## src/rtl/muldiv_unit_pkg.sv

```systemverilog
// Shared ALU/muldiv definitions used by the decoder and the multiply/divide unit.
// Contents: datapath width XLEN, ALU select width and codes, the muldiv FSM
// state type, and small decode helpers for the RV32M subset.
package muldiv_unit_pkg;

    localparam int XLEN      = 32;
    localparam int ALU_SEL_W = 5;

    // Base integer ALU operations
    localparam logic [ALU_SEL_W-1:0] ALU_ADD    = 5'd0;
    localparam logic [ALU_SEL_W-1:0] ALU_SUB    = 5'd1;
    localparam logic [ALU_SEL_W-1:0] ALU_SLL    = 5'd2;
    localparam logic [ALU_SEL_W-1:0] ALU_SLT    = 5'd3;
    localparam logic [ALU_SEL_W-1:0] ALU_SLTU   = 5'd4;
    localparam logic [ALU_SEL_W-1:0] ALU_XOR    = 5'd5;
    localparam logic [ALU_SEL_W-1:0] ALU_SRL    = 5'd6;
    localparam logic [ALU_SEL_W-1:0] ALU_SRA    = 5'd7;
    localparam logic [ALU_SEL_W-1:0] ALU_OR     = 5'd8;
    localparam logic [ALU_SEL_W-1:0] ALU_AND    = 5'd9;
    // RV32M operations
    localparam logic [ALU_SEL_W-1:0] ALU_MUL    = 5'd16;
    localparam logic [ALU_SEL_W-1:0] ALU_MULH   = 5'd17;
    localparam logic [ALU_SEL_W-1:0] ALU_MULHSU = 5'd18;
    localparam logic [ALU_SEL_W-1:0] ALU_MULHU  = 5'd19;
    localparam logic [ALU_SEL_W-1:0] ALU_DIV    = 5'd20;
    localparam logic [ALU_SEL_W-1:0] ALU_DIVU   = 5'd21;
    localparam logic [ALU_SEL_W-1:0] ALU_REM    = 5'd22;
    localparam logic [ALU_SEL_W-1:0] ALU_REMU   = 5'd23;

    typedef enum logic [1:0] {
        MD_IDLE = 2'd0,
        MD_CALC = 2'd1,
        MD_FIX  = 2'd2,
        MD_DONE = 2'd3
    } muldiv_state_t;

    // True for any of the eight RV32M select codes.
    function automatic logic is_muldiv(input logic [ALU_SEL_W-1:0] sel);
        logic hit;
        case (sel)
            ALU_MUL, ALU_MULH, ALU_MULHSU, ALU_MULHU,
            ALU_DIV, ALU_DIVU, ALU_REM, ALU_REMU: hit = 1'b1;
            default:                              hit = 1'b0;
        endcase
        return hit;
    endfunction

    // True for the multiply group (shift-add datapath).
    function automatic logic is_mul_op(input logic [ALU_SEL_W-1:0] sel);
        logic hit;
        case (sel)
            ALU_MUL, ALU_MULH, ALU_MULHSU, ALU_MULHU: hit = 1'b1;
            default:                                  hit = 1'b0;
        endcase
        return hit;
    endfunction

endpackage

```

## src/rtl/muldiv_negate.sv

```systemverilog
// Conditional two's-complement negator.
// Ports: value_i (W) operand, neg_i (1) negate when high, value_o (W) result.
module muldiv_negate #(
    parameter int W = 32
) (
    input  logic [W-1:0] value_i,
    input  logic         neg_i,
    output logic [W-1:0] value_o
);

    assign value_o = neg_i ? (~value_i + {{(W-1){1'b0}}, 1'b1}) : value_i;

endmodule

```

## src/rtl/muldiv_unit.sv

```systemverilog
// Iterative RV32M multiply/divide unit: one bit per cycle over 32 CALC cycles,
// then a single FIX cycle for sign correction and result selection.
// Ports: clk, rst_n (sync active-low), start, flush, alu_ctl, src_a, src_b in;
//        busy (state != IDLE), done (1-cycle pulse), result (held) out.
module muldiv_unit
    import muldiv_unit_pkg::*;
#(
    parameter int XLEN = muldiv_unit_pkg::XLEN
) (
    input  logic                 clk,
    input  logic                 rst_n,
    input  logic                 start,
    input  logic                 flush,
    input  logic [ALU_SEL_W-1:0] alu_ctl,
    input  logic [XLEN-1:0]      src_a,
    input  logic [XLEN-1:0]      src_b,
    output logic                 busy,
    output logic                 done,
    output logic [XLEN-1:0]      result
);

    localparam logic [5:0]      CNT_LAST = 6'(XLEN - 1);
    localparam logic [XLEN-1:0] INT_MIN  = {1'b1, {(XLEN-1){1'b0}}};
    localparam logic [XLEN-1:0] ALL_ONES = {XLEN{1'b1}};
    localparam logic [XLEN-1:0] ZERO     = {XLEN{1'b0}};

    muldiv_state_t          state_q, state_d;
    logic [ALU_SEL_W-1:0]   op_q;
    logic                   sa_q, sb_q, spec_q;
    logic [XLEN-1:0]        a_q, b_q, quot_q, spec_res_q, result_q;
    logic [2*XLEN-1:0]      prod_q;
    logic [XLEN:0]          rem_q;
    logic [5:0]             cnt_q;

    logic                   sa_s, sb_s, is_div_s, div_zero_s, ovf_s, fast_s, accept_s;
    logic [XLEN-1:0]        a_mag_s, b_mag_s, spec_res_s, fix_res_s;
    logic [XLEN:0]          mul_sum_s;
    logic [XLEN+1:0]        div_shift_s, div_diff_s;
    logic                   div_ge_s;
    logic [2*XLEN-1:0]      prod_fix_s;
    logic [XLEN-1:0]        quot_fix_s, rem_fix_s;

    // Operand sign extraction: only signed operand positions contribute a sign.
    always_comb begin
        sa_s = 1'b0;
        sb_s = 1'b0;
        case (alu_ctl)
            ALU_MUL, ALU_MULH, ALU_DIV, ALU_REM: begin
                sa_s = src_a[XLEN-1];
                sb_s = src_b[XLEN-1];
            end
            ALU_MULHSU: begin
                sa_s = src_a[XLEN-1];
                sb_s = 1'b0;
            end
            default: begin
                sa_s = 1'b0;
                sb_s = 1'b0;
            end
        endcase
    end

    muldiv_negate #(.W(XLEN)) u_neg_a (.value_i(src_a), .neg_i(sa_s), .value_o(a_mag_s));
    muldiv_negate #(.W(XLEN)) u_neg_b (.value_i(src_b), .neg_i(sb_s), .value_o(b_mag_s));

    // Fast-path detection (divide by zero, signed overflow) and their fixed results.
    always_comb begin
        is_div_s   = (alu_ctl == ALU_DIV) || (alu_ctl == ALU_DIVU) ||
                     (alu_ctl == ALU_REM) || (alu_ctl == ALU_REMU);
        div_zero_s = is_div_s && (src_b == ZERO);
        ovf_s      = ((alu_ctl == ALU_DIV) || (alu_ctl == ALU_REM)) &&
                     (src_a == INT_MIN) && (src_b == ALL_ONES);
        fast_s     = div_zero_s || ovf_s;
        if (div_zero_s) begin
            spec_res_s = ((alu_ctl == ALU_DIV) || (alu_ctl == ALU_DIVU)) ? ALL_ONES : src_a;
        end else if (ovf_s) begin
            spec_res_s = (alu_ctl == ALU_DIV) ? INT_MIN : ZERO;
        end else begin
            spec_res_s = ZERO;
        end
        accept_s = (state_q == MD_IDLE) && start && is_muldiv(alu_ctl) && !flush;
    end

    // Per-iteration arithmetic: one conditional add (multiply) or trial subtract (divide).
    always_comb begin
        mul_sum_s   = {1'b0, prod_q[2*XLEN-1:XLEN]} + (prod_q[0] ? {1'b0, a_q} : {1'b0, ZERO});
        div_shift_s = {rem_q, quot_q[XLEN-1]};
        div_diff_s  = div_shift_s - {2'b00, b_q};
        // No borrow out of the trial subtract means the divisor fits.
        div_ge_s    = ~div_diff_s[XLEN+1];
    end

    muldiv_negate #(.W(2*XLEN)) u_neg_prod (.value_i(prod_q), .neg_i(sa_q ^ sb_q), .value_o(prod_fix_s));
    muldiv_negate #(.W(XLEN)) u_neg_quot (.value_i(quot_q), .neg_i(sa_q ^ sb_q), .value_o(quot_fix_s));
    muldiv_negate #(.W(XLEN)) u_neg_rem (.value_i(rem_q[XLEN-1:0]), .neg_i(sa_q), .value_o(rem_fix_s));

    // Result selection applied in the FIX cycle.
    always_comb begin
        if (spec_q) begin
            fix_res_s = spec_res_q;
        end else begin
            case (op_q)
                ALU_MUL:                          fix_res_s = prod_fix_s[XLEN-1:0];
                ALU_MULH, ALU_MULHSU, ALU_MULHU:  fix_res_s = prod_fix_s[2*XLEN-1:XLEN];
                ALU_DIV, ALU_DIVU:                fix_res_s = quot_fix_s;
                ALU_REM, ALU_REMU:                fix_res_s = rem_fix_s;
                default:                          fix_res_s = ZERO;
            endcase
        end
    end

    // Next-state logic; flush overrides everything, including a same-cycle start.
    always_comb begin
        state_d = state_q;
        if (flush) begin
            state_d = MD_IDLE;
        end else begin
            case (state_q)
                MD_IDLE: state_d = accept_s ? (fast_s ? MD_FIX : MD_CALC) : MD_IDLE;
                MD_CALC: state_d = (cnt_q == CNT_LAST) ? MD_FIX : MD_CALC;
                MD_FIX:  state_d = MD_DONE;
                MD_DONE: state_d = MD_IDLE;
                default: state_d = MD_IDLE;
            endcase
        end
    end

    // State register and datapath.
    always_ff @(posedge clk) begin
        if (!rst_n) begin
            state_q    <= MD_IDLE;
            op_q       <= {ALU_SEL_W{1'b0}};
            sa_q       <= 1'b0;
            sb_q       <= 1'b0;
            spec_q     <= 1'b0;
            a_q        <= ZERO;
            b_q        <= ZERO;
            quot_q     <= ZERO;
            spec_res_q <= ZERO;
            result_q   <= ZERO;
            prod_q     <= {(2*XLEN){1'b0}};
            rem_q      <= {(XLEN+1){1'b0}};
            cnt_q      <= 6'd0;
        end else begin
            state_q <= state_d;
            if (accept_s) begin
                op_q       <= alu_ctl;
                sa_q       <= sa_s;
                sb_q       <= sb_s;
                spec_q     <= fast_s;
                spec_res_q <= spec_res_s;
                a_q        <= a_mag_s;
                b_q        <= b_mag_s;
                prod_q     <= {ZERO, b_mag_s};
                quot_q     <= a_mag_s;
                rem_q      <= {(XLEN+1){1'b0}};
                cnt_q      <= 6'd0;
            end else if ((state_q == MD_CALC) && !flush) begin
                if (is_mul_op(op_q)) begin
                    prod_q <= {mul_sum_s, prod_q[XLEN-1:1]};
                end else begin
                    rem_q  <= div_ge_s ? div_diff_s[XLEN:0] : div_shift_s[XLEN:0];
                    quot_q <= {quot_q[XLEN-2:0], div_ge_s};
                end
                // Saturate at the last iteration so the counter never wraps.
                if (cnt_q != CNT_LAST) begin
                    cnt_q <= cnt_q + 6'd1;
                end
            end
            if ((state_q == MD_FIX) && !flush) begin
                result_q <= fix_res_s;
            end
        end
    end

    // Output decode from registered state.
    always_comb begin
        busy   = (state_q != MD_IDLE);
        done   = (state_q == MD_DONE);
        result = result_q;
    end

endmodule
```

## config.mk

```make
export PLATFORM = sky130hd
export DESIGN_NAME = muldiv_unit
export DESIGN_NICKNAME = d
export VERILOG_FILES = /design/src/rtl/muldiv_unit_pkg.sv /design/src/rtl/muldiv_negate.sv /design/src/rtl/muldiv_unit.sv
export SDC_FILE = /design/constraint.sdc
export NUM_CORES = 1
export LEC_CHECK = 0
export CORE_UTILIZATION = 45
export CTS_CLUSTER_DIAMETER = 50
export CTS_CLUSTER_SIZE = 28
export DETAILED_ROUTE_END_ITERATION = 12
export PLACE_DENSITY = 0.72
export SYNTH_ARGS = -nofsm -noshare
export SYNTH_HDL_FRONTEND = slang
export SYNTH_HIERARCHICAL = 1
export SYNTH_SLANG_ARGS = --single-unit
```

## constraint.sdc

```tcl
create_clock -name clk -period 3.6 [get_ports clk]
set_input_delay 0.54 -clock clk [delete_from_list [all_inputs] [get_ports clk]]
set_output_delay 0.54 -clock clk [all_outputs]
set_load 0.05 [all_outputs]
```

# Yosys cells after proc, flatten, opt, wreduce, memory -nomap -nowiden

Memory sizes are Yosys's and may differ from the RTL's.
Cells that the tools add are included.

Flip-flop bits (word level): 273
Bits in read-only memories: 32
Input port bits: 73
Output and inout port bits: 34
Word-level logic and storage cells: 116
Memories: 1

Add/subtract/negate cells: 8
Equal/unequal tests: 23
Multiplexer cells: 29
Bitwise gates (word level): 9
Reduce and logical (&&, ||, !) cells: 32

Memory list:

| memory          | depth | bits a word | read ports | clocked after memory_dff | write ports | line                  | RTL |
|---|---|---|---|---|---|---|---|
| (no name shown) | 32    | 1           | 1          | 0                        | 0           | muldiv_unit_pkg.sv:40 | `case (sel)` |

Operator list:

| operator                                            | number |
|---|---|
| two-way mux 32 bit                                  | 16 |
| adder 32 x 1 -> 32 bit, second input constant       | 4 |
| inverter 32 bit                                     | 4 |
| one-hot mux 32 bit (4 select lines)                 | 1 |
| equality test 5 bit, second input constant          | 15 |
| adder 64 x 1 -> 64 bit, second input constant       | 1 |
| equality test 32 bit, second input constant         | 2 |
| two-way mux 64 bit                                  | 1 |
| inverter 64 bit                                     | 1 |
| subtractor 34 x 32 -> 34 bit                        | 1 |
| adder 32 x 32 -> 33 bit                             | 1 |
| two-way mux 33 bit                                  | 1 |
| zero test 32 bit                                    | 1 |
| AND reduction 2 bit                                 | 5 |
| logical AND 1 bit                                   | 8 |
| one-hot mux 2 bit (4 select lines)                  | 1 |
| OR reduction 2 bit                                  | 4 |
| OR reduction 4 bit                                  | 2 |
| adder 6 x 1 -> 6 bit, second input constant         | 1 |
| equality test 6 x 5 -> 1 bit, second input constant | 1 |
| two-way mux 1 bit                                   | 6 |
| two-way mux 2 bit                                   | 3 |
| != test 6 x 5 -> 1 bit, second input constant       | 1 |
| nonzero test 2 bit                                  | 3 |
| other kinds (10)                                    | 17 |

# Depth between registers and ports, before layout

Word-level depth: 9
Depth in mapped cells: 14
Depth with buffers taken out: 13

# Modules after synthesis

The synthesis kept the hierarchy.

By module, submodules not included:

| module                       | instances | cells each | area each (µm²) | sequential area each (µm²) |
|---|---|---|---|---|
| muldiv_unit                  | 1         | 1925       | 14599.0         | 5465.2 |
| muldiv_negate at u_neg_a ... | 4         | 99         | 777.0           | 0.0 |
| muldiv_negate at u_neg_prod  | 1         | 206        | 1649.1          | 0.0 |

# Worst setup path before layout

OpenSTA, ideal clock, no wires.

Path type: register to register
Start: register prod_q[0]
End: register prod_q[51]
Library setup time: 132 ps
Arrival: 3072 ps
Data required time: 3468 ps
Setup slack: 396 ps
Stages on the path, launching flop included: 15
Buffers on the path: 1
Period minus slack after synthesis: 3204 ps
Cells stage by stage: dfxtp_1 > clkbuf_1 > and2_1 > ha_1 > fa_1 > a21oi_1 > o22ai_1 > o41ai_2 > a31oi_1 > a311oi_1 > o21ai_0 > a21oi_1 > nor4b_1 > a21oi_1 > a21oi_1

Longest elaborated chain between the ends: 2

Ends and longest elaborated chain:

| what                    | line               | RTL |
|---|---|---|
| start, declared         | muldiv_unit.sv:31  | `logic [2*XLEN-1:0] prod_q;` |
| start signal, assigned  | muldiv_unit.sv:141 | `prod_q <= {(2*XLEN){1'b0}};` |
| start signal, assigned  | muldiv_unit.sv:154 | `prod_q <= {ZERO, b_mag_s};` |
| start signal, assigned  | muldiv_unit.sv:160 | `prod_q <= {mul_sum_s, prod_q[XLEN-1:1]};` |
| two-way mux 32 bit      | muldiv_unit.sv:86  | `mul_sum_s = {1'b0, prod_q[2*XLEN-1:XLEN]} + (prod_q[0] ? {1'b0, a_q} : {1'b0, ZERO});` |
| adder 32 x 32 -> 33 bit | muldiv_unit.sv:86  |  |

No other way between the ends.
A chain may end at the register's enable or synchronous reset.

# Worst setup path in the final report

Start: register prod_q[48]
End: register result_q[31] (netlist: result[31])

Longest elaborated chain between the ends: 5

Ends and longest elaborated chain:

| what                                | line                | RTL |
|---|---|---|
| inverter 64 bit                     | muldiv_negate.sv:11 | `assign value_o = neg_i ? (~value_i + {{(W-1){1'b0}}, 1'b1}) : value_i;` |
| adder 64 x 1 -> 64 bit              | muldiv_negate.sv:11 |  |
| two-way mux 64 bit                  | muldiv_negate.sv:11 |  |
| named net prod_fix_s[63]            | muldiv_unit.sv:40   | `logic [2*XLEN-1:0] prod_fix_s;` |
| one-hot mux 32 bit (4 select lines) | muldiv_unit.sv:102  | `case (op_q)` |
| two-way mux 32 bit                  | muldiv_unit.sv:99   | `if (spec_q) begin` |
| end signal, assigned                | muldiv_unit.sv:171  | `result_q <= fix_res_s;` |
| end, declared                       | muldiv_unit.sv:30   | `logic [XLEN-1:0] a_q, b_q, quot_q, spec_res_q, result_q;` |

The timed path passes the listed nets, and every way through them passes these cells.

==> out/summary.txt <==
Hold_ws: 455 ps
Clock Pin Slew Worst Setup and Hold Paths: 70 ps
Synth Area in Adders: 4.73%
HPWL Detailed: 54.7 mm
Fillers: 4,006
P per Cell Area: 363 mW/mm^2
Die height: 209 um
Worst-Skew Late Latency: 580 ps
FF+latch area: 0.00547 mm^2
Clk buf depth: 3
Synth warn: 6
Worst slew margin: 45.3%
Vias: 19.8k
Final std cells w/o fill: 3,173
Hold wc startpoint: b_q[20]
Final hold violation count: 0
RR Startpoint: prod_q[48]
H-tree levels: 2
TritonCTS clock tree: done
Main synth FF type: dfxtp_1
Switching Share: 31.7%
Compound-gate portion of the synthesized area: 25.1%
CP required: 4090 ps
Final Critical Period: 3510 ps
Largest family of logic cells by synthesized area: simple AND/OR/NAND/NOR gates
Fin nets: 2,753
Worst Hold Class: register to register
Vias in the first global route: 18.5k
Yosys reg bits: 273
Worst Hold Depth: 2
Total negative setup slack: 0 ps
Diode count: 0
Placer congestion estimate: 0.984
Pleak: 8.28 nW
Critical path arrival: 4000 ps
Row cnt: 75
Simple logic cell fraction of the synthesized area: 25.4%
First-pass GRT wire length: 109 mm
Asr flop ratio synth: 0%
Sequential power share: 38.1%
Area grow syn2layout: 16.2%
Fraction of layout cells with a size suffix above 1: 9.45%
Vias per inst: 6.24
Tightest Pin Transition: 814 ps
CP startpoint: prod_q[48]
CP Launch Type: register
Distinct cells, synth: 87
Syn Inst Count: 2,527
Type of the worst setup path: register to register
Clock network power share: 45.5%
Mapped cell area: 0.0194 mm^2
Syn nets: 2,672
IO Pins: 107
PortBufs: 106
Initial core utilization: 45.8%
Wire per inst: 22.5 um
Worst r2r path cells: 11
Worst-path fanout max: 7
DRC: 0
Grt total ovfl: 0
Gr usage total: 32.0%
Total CTS buffers: 35
Placed Cells: 3,109
Initial drt markers: 2,446
Antenna violations before repair: 0
Mean post-synth cell area: 7.66 um^2
Multiplexer area fraction after synthesis: 1.60%
Part of the Yosys area used for sequential elements: 28.2%
Status: finished, final reports clean
RSZ-0062 raised after global routing: no
Hold Buf Count CTS: 0
Max frequency: 285 MHz
Area of the core: 0.0422 mm^2
Clock sinks: 273
Die W: 209 um
Combinational share of power: 16.4%
Switching power: 2.58 mW
Die Area: 0.0438 mm^2
Post-DRT Antenna Nets: 0
Final slew viol count: 0
Post-synth EDFFs: 0
Peak supply drop: 0.371 mV
Largest net degree at the start of global routing: 103
Multi-input gate area: 0.0132 mm^2
Int Pwr: 5.57 mW
XOR/XNOR Fraction of Synth Area: 10.9%
First-pass iteration count of the detailed router: 8
Clk root buf: clkbuf_16
# setup viols final: 0
Worst Setup End Kind: register
Post-Route Skew: 46.3 ps
Max_cap viols: 0
Final Cycle Share: 97.4%
Routed wire length: 71.4 mm
[what timing repair did]
item | 4_1_cts | 5_1_grt
buffers inserted | 0 | 1
setup endpoints to repair | 0 | 5
gates resized for setup | 0 | 1
[synth_stat cells, types with 6 or more instances]
cell | number | area (um^2)
ha_1 | 70 | 876
mux2i_1 | 31 | 310
a311oi_1 | 18 | 158
nor2b_1 | 19 | 119
o2111ai_1 | 6 | 52.6
or3_1 | 15 | 93.8
clkbuf_1 | 115 | 432
or4_4 | 6 | 67.6
inv_1 | 54 | 203
o41ai_2 | 21 | 342
o31ai_1 | 55 | 413
a22oi_1 | 64 | 480
a31oi_1 | 56 | 350
buf_1 | 18 | 67.6
or4_1 | 11 | 82.6
buf_4 | 6 | 45.0
nor2_1 | 191 | 717
o31ai_2 | 6 | 75.1
xor2_1 | 27 | 236
or2_2 | 10 | 62.6
xnor2_1 | 213 | 1870
o41ai_1 | 28 | 245
nor3_1 | 41 | 205
a211oi_1 | 16 | 120
dfxtp_1 | 273 | 5470
nor4_1 | 28 | 175
and2_1 | 37 | 231
or2b_1 | 8 | 60.1
nand2b_1 | 26 | 163
nand2_1 | 429 | 1610
nand4_1 | 30 | 188
nand3_1 | 48 | 240
a21o_1 | 28 | 210
o21ai_0 | 138 | 691
and3_1 | 13 | 81.3
nor4_4 | 17 | 362
a21oi_1 | 259 | 1300
[power groups by stage]
stage                     Clock [mW]  Combinational (mW)  Sequential [mW]
final                           3.71                1.34             3.11
after global routing            3.86                1.42             3.11
after CTS                       3.74                1.31             3.11
after detailed placement           0                1.31             3.18
after global placement             0                1.30             3.18
after floorplan                    0               0.868             3.16
[area by class of cell]
class | count | share of cell area [%]
multi-input combinational | 2057 | 58.6
sequential | 273 | 24.3
tap | 539 | 3.00
inverter | 55 | 0.929
clock buffer | 38 | 4.08
timing repair buffer | 186 | 7.72
clock inverter | 25 | 1.39
[critical path: stages (launching register included)]
cell and delay [ps]:
dfxtp_1 380, nor4_1 750, nand3_1 390, or4_1 560, o31ai_1 270, xnor2_1 290
a22oi_1 130, a21oi_1 330, a21oi_1 100, nor2_1 120, a21oi_1 50, nor2_1 80
[cell families after synthesis]
group | count (synthesis)
buf+inv | 197
simple gates | 971
fa+ha+maj | 72
compound gates | 743
mux | 31
xor+xnor | 240
flops | 273
[through the flow]
step                setup WS [ps]  area, um^2  util [%]  total power, mW
finish                       94.3       22500      53.2             8.16
global route                 11.0       22500      53.2             8.40
CTS                           202       22500      53.2             8.16
detailed placement            241       21200      50.3             4.48
global placement              298       21200      50.3             4.47
floorplan                     396       19400         -             4.03
[routing by layer]
layer / up-vias / routed length [um] / global-route usage, % / share of wire (%)
li1: 9263 / - / - / -
met1: 9511 / 29600 / 41.9 / 41
met2: 856 / 31700 / 50.1 / 44
met3: 174 / 5860 / 5.75 / 8.2
met4: 0 / 4220 / 17.4 / 5.9
met5: - / 0 / 0 / 0
[sequential cells by signal, indices dropped and copies added, names as in the netlist, 2 cells and up]
register / count
spec_res_q: 32
op_q: 5
cnt_q: 6
b_q: 32
result: 32
rem_q: 33
quot_q: 32
state_q: 2
prod_q: 64
a_q: 32
[placed cells by master (no fill, tap or decap), types with 7 or more instances in the layout]
cell | netlist | routed
or4_1 | 11 | 11
inv_1 | 54 | 54
a311oi_1 | 18 | 18
or3_1 | 15 | 15
nand3_1 | 48 | 48
clkinv_8 | 0 | 7
a21o_1 | 28 | 28
nand2b_1 | 26 | 25
dfxtp_1 | 273 | 271
or2_2 | 10 | 10
nor4_4 | 17 | 17
a31oi_1 | 56 | 56
nor4_1 | 28 | 28
ha_1 | 70 | 70
clkdlybuf4s50_1 | 0 | 106
clkbuf_16 | 0 | 35
nor2b_1 | 19 | 19
and2_1 | 37 | 37
nor3_1 | 41 | 40
nor2_1 | 191 | 184
mux2i_1 | 31 | 31
o41ai_2 | 21 | 21
o41ai_1 | 28 | 28
a211oi_1 | 16 | 16
buf_4 | 6 | 74
xnor2_1 | 213 | 213
o31ai_1 | 55 | 55
or2b_1 | 8 | 8
a22oi_1 | 64 | 64
nand4_1 | 30 | 30
and3_1 | 13 | 13
o21ai_0 | 138 | 138
xor2_1 | 27 | 26
nand2_1 | 429 | 429
a21oi_1 | 259 | 259
[worst paths after layout]
check / to / slack (ps)
worst min-delay path: b_q[20] / 450
worst max-delay path: result[31] / 90
worst max register to register: result[31] / 90
worst min register to register: b_q[20] / 450
No activity file was read; power rests on OpenSTA's default activity.
